### src/rtl/lsu_pkg.sv
`default_nettype none
// lsu_pkg: funct3 encodings, FSM states and the byte-lane helpers shared by
// the load aligner and the store merge.
package lsu_pkg;

  localparam logic [2:0] F3_B  = 3'd0;
  localparam logic [2:0] F3_H  = 3'd1;
  localparam logic [2:0] F3_W  = 3'd2;
  localparam logic [2:0] F3_BU = 3'd4;
  localparam logic [2:0] F3_HU = 3'd5;

  typedef enum logic [1:0] {
    IDLE  = 2'd0,
    WRITE = 2'd1,
    RESP  = 2'd2
  } lsu_state_t;

  // Byte offset of the accessed lane inside the word; halfwords snap to 0 or 2.
  function automatic logic [1:0] lane_offset(input logic [2:0] funct3,
                                             input logic [1:0] addr);
    logic [1:0] off;
    case (funct3[1:0])
      2'd0:    off = addr;
      2'd1:    off = {addr[1], 1'b0};
      default: off = 2'd0;
    endcase
    return off;
  endfunction

  function automatic logic [31:0] store_merge(input logic [31:0] old_word,
                                              input logic [31:0] wdata,
                                              input logic [2:0]  funct3,
                                              input logic [1:0]  addr);
    logic [1:0]  off;
    logic [3:0]  be;
    logic [31:0] data;
    logic [31:0] merged;
    off = lane_offset(funct3, addr);
    case (funct3[1:0])
      2'd0:    be = 4'b0001;
      2'd1:    be = 4'b0011;
      default: be = 4'b1111;
    endcase
    be   = be << off;
    data = wdata << {off, 3'b000};
    for (int i = 0; i < 4; i++) begin
      merged[8*i +: 8] = be[i] ? data[8*i +: 8] : old_word[8*i +: 8];
    end
    return merged;
  endfunction

endpackage
`default_nettype wire

### src/rtl/load_align.sv
`default_nettype none
// load_align: picks the addressed byte/halfword out of a memory word and
// sign- or zero-extends it according to funct3.
module load_align
  import lsu_pkg::*;
(
  input  logic [31:0] word,
  input  logic [1:0]  addr,
  input  logic [2:0]  funct3,
  output logic [31:0] data
);

  logic [31:0] shifted;

  assign shifted = word >> {lane_offset(funct3, addr), 3'b000};

  always_comb begin
    case (funct3)
      F3_B:    data = {{24{shifted[7]}}, shifted[7:0]};
      F3_BU:   data = {24'd0, shifted[7:0]};
      F3_H:    data = {{16{shifted[15]}}, shifted[15:0]};
      F3_HU:   data = {16'd0, shifted[15:0]};
      default: data = shifted;
    endcase
  end

endmodule
`default_nettype wire

### src/rtl/load_store_unit.sv
`default_nettype none
// load_store_unit: RISC-V data-memory initiator for a word-only memory;
// sub-word stores are done as read-modify-write, bad accesses fault.
module load_store_unit
  import lsu_pkg::*;
#(
  parameter int unsigned MEMORY_WORDS = 1 << 16
) (
  input  logic        clk,
  input  logic        reset,
  input  logic        req_valid,
  output logic        req_ready,
  input  logic        req_we,
  input  logic [2:0]  req_funct3,
  input  logic [31:0] req_addr,
  input  logic [31:0] req_wdata,
  output logic        rsp_valid,
  output logic [31:0] rsp_rdata,
  output logic        rsp_fault,
  output logic [31:0] mem_ra,
  input  logic [31:0] mem_rd,
  output logic        mem_we,
  output logic [31:0] mem_wa,
  output logic [31:0] mem_wd
);

  localparam logic [32:0] MEM_LIMIT = 33'(MEMORY_WORDS);

  lsu_state_t  state, state_next;
  logic [31:0] word_addr;
  logic [31:0] merged_word;
  logic [31:0] rdata_reg;
  logic        fault_reg;
  logic        accept;
  logic        illegal, misaligned, out_of_range, fault;
  logic [31:0] load_data;

  assign req_ready = (state == IDLE);
  assign accept    = req_valid && req_ready;
  assign mem_ra    = (state == IDLE) ? {req_addr[31:2], 2'b00} : word_addr;

  always_comb begin
    illegal = 1'b0;
    if (req_we) begin
      illegal = (req_funct3 >= 3'd3);
    end else begin
      illegal = (req_funct3 == 3'd3) || (req_funct3 >= 3'd6);
    end
    misaligned = 1'b0;
    case (req_funct3[1:0])
      2'd1:    misaligned = req_addr[0];
      2'd2:    misaligned = (req_addr[1:0] != 2'b00);
      default: misaligned = 1'b0;
    endcase
  end

  assign out_of_range = ({3'b000, req_addr[31:2]} >= MEM_LIMIT);
  assign fault        = illegal || misaligned || out_of_range;

  load_align u_load_align (
    .word   (mem_rd),
    .addr   (req_addr[1:0]),
    .funct3 (req_funct3),
    .data   (load_data)
  );

  always_ff @(posedge clk or posedge reset) begin
    if (reset) begin
      state <= IDLE;
    end else begin
      state <= state_next;
    end
  end

  always_comb begin
    state_next = state;
    case (state)
      IDLE: begin
        if (accept) begin
          state_next = (req_we && !fault) ? WRITE : RESP;
        end
      end
      WRITE:   state_next = RESP;
      RESP:    state_next = IDLE;
      default: state_next = IDLE;
    endcase
  end

  // Read data is captured on the accept cycle; the merge happens right away.
  always_ff @(posedge clk or posedge reset) begin
    if (reset) begin
      word_addr   <= 32'd0;
      merged_word <= 32'd0;
      rdata_reg   <= 32'd0;
      fault_reg   <= 1'b0;
    end else if (accept) begin
      word_addr <= {req_addr[31:2], 2'b00};
      fault_reg <= fault;
      rdata_reg <= (fault || req_we) ? 32'd0 : load_data;
      if (req_we && !fault) begin
        merged_word <= store_merge(mem_rd, req_wdata, req_funct3, req_addr[1:0]);
      end
    end
  end

  assign mem_we    = (state == WRITE);
  assign mem_wa    = word_addr;
  assign mem_wd    = merged_word;
  assign rsp_valid = (state == RESP);
  assign rsp_rdata = rdata_reg;
  assign rsp_fault = fault_reg;

endmodule
`default_nettype wire

### config.mk
export PLATFORM = sky130hd
export DESIGN_NAME = load_store_unit
export DESIGN_NICKNAME = d
export VERILOG_FILES = /design/src/rtl/lsu_pkg.sv /design/src/rtl/load_align.sv /design/src/rtl/load_store_unit.sv
export SDC_FILE = /design/constraint.sdc
export NUM_CORES = 1
export LEC_CHECK = 0
export ABC_AREA = 1
export CAP_MARGIN = 20
export CELL_PAD_IN_SITES_DETAIL_PLACEMENT = 2
export CELL_PAD_IN_SITES_GLOBAL_PLACEMENT = 2
export CORE_ASPECT_RATIO = 1.75
export CORE_UTILIZATION = 23
export DETAILED_ROUTE_END_ITERATION = 8
export PLACE_DENSITY_LB_ADDON = 0.1
export SLEW_MARGIN = 20
export SYNTH_ARGS = -nofsm -noshare
export SYNTH_HDL_FRONTEND = slang
export SYNTH_SLANG_ARGS = --single-unit
export TNS_END_PERCENT = 1
### constraint.sdc
create_clock -name clk -period 4.1 [get_ports clk]
set_input_delay 0.615 -clock clk [delete_from_list [all_inputs] [get_ports clk]]
set_output_delay 0.615 -clock clk [all_outputs]
set_load 0.05 [all_outputs]
==> run summary <==
status -> complete, no violations
syn_area_per_cell -> 6.81 µm²
worst hold path depth -> 2
crit path time final -> 3190 ps
CTS Buf Count -> 9
cells after synthesis -> 857
number of synthesis warnings -> 0
Syn Std Cell Area -> 5830 µm²
CTS tree -> built
1st-pass router iterations -> 4
combinational share of power -> 31.8%
Core ar. -> 24,700 µm²
P_leak -> 4.03 nW
sequential element share of the synthesized area -> 41.6%
P per Cell Area -> 329 nW/µm²
Internal -> 1.79 mW
Clock power frac -> 32.6%
ant diodes -> 0
Post-CTS Setup Bufs -> 0
TNS Setup -> 0 ps
total of max-cap violations -> 0
per-cell routed wire length -> 19.2 µm
Fill cells -> 2,934
VDD IR max -> 0.218 mV
clk_lat worst skew -> 380 ps
vias in the first global route -> 7,157
cell family with most CP delay -> simple AND/OR/NAND/NOR gates
CP required -> 4340 ps
WHS -> 490 ps
root buf cell -> clkbuf_16
Final Skew -> 14.4 ps
number of buffers and inverters on the critical path -> 3
reg2reg path depth -> 6
Via density -> 4.70
H-tree depth -> 3
# hold bufs at CTS -> 0
CP Launch Type -> input pin
gp weighted congestion -> 0.824
I/O Buffers -> 230
Crit-path slowest cell -> a21oi_1
HPWL reported at the end of detailed placement -> 20,800 µm
post-CTS sizing -> 0
PnR Total Power -> 2.88 mW
setup violators final -> 0
die area -> 26,000 µm²
P_sw -> 1.09 mW
sequential share of power -> 35.6%
CTS clock-pin slew for the worst setup and hold paths -> 80 ps
I/O Pins -> 235
Multi-input gate area -> 2850 µm²
Slew @ Worst Pin -> 934 ps
register area -> 2430 µm²
std cell rows -> 76
area grow syn2layout -> 49.7%
Hold Crit Start -> mem_wd[26]
placed cell count -> 1,364
Slew Limit Fails -> 0
initial antenna violation count -> 0
worst r2r src -> state[1]
Longest Clk Path Bufs -> 2
R2R Path End -> rsp_rdata[0]
final worst path period share -> 77.9%
post-route ant nets -> 0
DR vias -> 6,481
Critical Setup Path Class -> input pin to flop
Worst setup EP type -> flop
drt initial violations -> 146
die height -> 213 µm
Crit path arrival time -> 3430 ps
Yosys cell types -> 27
Max transition margin -> 37.1%
Hold Vio Cnt, Final -> 0
largest net degree at the start of global routing -> 60
hold-critical path endpoint -> mem_wd[26]
Starting Density -> 23.6%
CP max FO -> 19
GRT Overall Usage -> 21.1%
layout cell share with drive strength beyond 1 -> 5.06%
Sw Ratio -> 37.8%
first-pass GRT wire length -> 40,500 µm
wirelength, routed -> 26,400 µm
RSZ-0062 raised after global routing -> false
Core Util, Final -> 35.3%
reg2reg setup slack -> 1990 ps
Congestion Overflow GR -> 0
Final nets -> 1,170
Post-Layout Cell Count -> 1,380
DRC -> 0
critical-path cell list -> clkdlybuf4s50_1 > inv_1 > ha_1 > nor2_4 > inv_2 > nand2_2 > nand2_1 > a21oi_1 > o21ai_0
maximum clock rate -> 313 MHz
die width -> 122 µm
Seq cells post-synth -> 97
Min-Delay Path Class -> flop to flop
clk sinks -> 97
CP max stage delay -> 610 ps
==> Yosys cell counts <==
master    count  area, µm²
dfrtp_1      97       2430
o21bai_1     16        120
buf_6         1       11.3
buf_4        10       75.1
nor3_1       14       70.1
o21ai_1       3       15.0
nor2_4        4       45.0
nand3_4       1       17.5
o211ai_1      7       52.6
nor2_2        2       12.5
nand2_2       2       12.5
nand3_1      36        180
buf_1         3       11.3
o21ai_2       1       8.76
a31oi_1       7       43.8
inv_2         8       30.0
ha_1          4       50.1
clkbuf_1     25       93.8
o21ai_0     102        510
nand4_1      16        100
nand3_2       3       30.0
buf_2        14       70.1
inv_1        73        274
nand2_1     301       1130
nor2_1       74        278
conb_1        1       3.75
a21oi_1      32        160
==> cell usage in the layout (no fill, tap or decap) <==
cell	n
inv_4	1
nand2_1	300
a31oi_1	7
nor2_1	74
nand3_4	1
clkinv_4	2
nand3_2	3
clkinvlp_4	1
nand4_1	16
inv_6	2
bufinv_16	1
nand2_2	3
nor2_2	2
nor2_4	4
o21ai_1	3
nor3_1	14
o21bai_1	16
inv_1	72
buf_4	13
inv_2	8
clkdlybuf4s50_1	230
o211ai_1	7
buf_12	2
o21ai_2	1
o21ai_0	102
nand3_1	36
a21oi_1	32
conb_1	4
clkinv_8	1
clkbuf_16	9
ha_1	4
dfrtp_1	97
==> how the worst max path moves through the flow <==
stage | start | slack, ps | cells after the start | to
2_1_floorplan | reset | 950 | 1 | mem_wa[10]
6_report | req_funct3[1] | 910 | 9 | mem_wd[7]
4_1_cts | req_funct3[1] | 850 | 9 | mem_wd[7]
3_5_place_dp | req_funct3[0] | 440 | 9 | mem_wd[7]
5_1_grt | req_funct3[0] | 740 | 9 | mem_wd[7]
3_3_place_gp | req_funct3[1] | 510 | 9 | mem_wd[7]
==> cells by family (layout without fill, tap and decap cells) <==
group | after synthesis | after routing | share of synthesized area (%)
and+or+nand+nor | 453 | 453 | 32.2
AOI/OAI and AO/OA | 168 | 168 | 15.6
buffers and inverters | 134 | 342 | 9.70
DFF | 97 | 97 | 41.6
adders and majority gates | 4 | 4 | 0.858
other | 1 | 4 | 0.0643
==> layout make-up <==
class                      instances  area share (%)
multi-input combinational        629            32.7
clock buffer                       9            2.58
clock inverter                     7            1.02
tap                              312            4.47
inverter                          81            3.51
sequential                        97            27.8
timing repair buffer             245            27.9
==> power by group through the flow <==
stage	Clock [mW]	Sequential, mW	Combinational [mW]
global placement	0	1.04	0.920
finish	0.937	1.02	0.916
global route	1.00	1.03	0.989
floorplan	0	1.18	0.397
CTS	0.974	1.03	0.932
detailed placement	0	1.04	0.929
==> state kept, by name, summed over array words and instances, names as in the netlist <==
register and cells:
rsp_fault 1, mem_wd 32, state 2, rsp_rdata 32
mem_wa 30
==> metal layers <==
metal | wire length, µm | up-vias | GRT usage (%)
li1 | - | 3132 | -
met4 | 1260 | 0 | 11.3
met2 | 14200 | 189 | 39.6
met1 | 9890 | 3127 | 21.7
met3 | 1120 | 33 | 3.71
met5 | 0 | - | 0
==> stage by stage <==
step	setup WS, ps	area [µm²]
floorplan	951	5840
global placement	506	8420
detailed placement	441	8420
CTS	850	8730
global route	736	8730
finish	906	8730
==> worst register-to-register path: cells and delay by family, from the launching register on <==
family	cells	cell delay (ps)
compound gates	1	250
flops	1	430
simple gates	3	800
buf+inv	2	560
No activity file was read; power rests on OpenSTA's default activity.
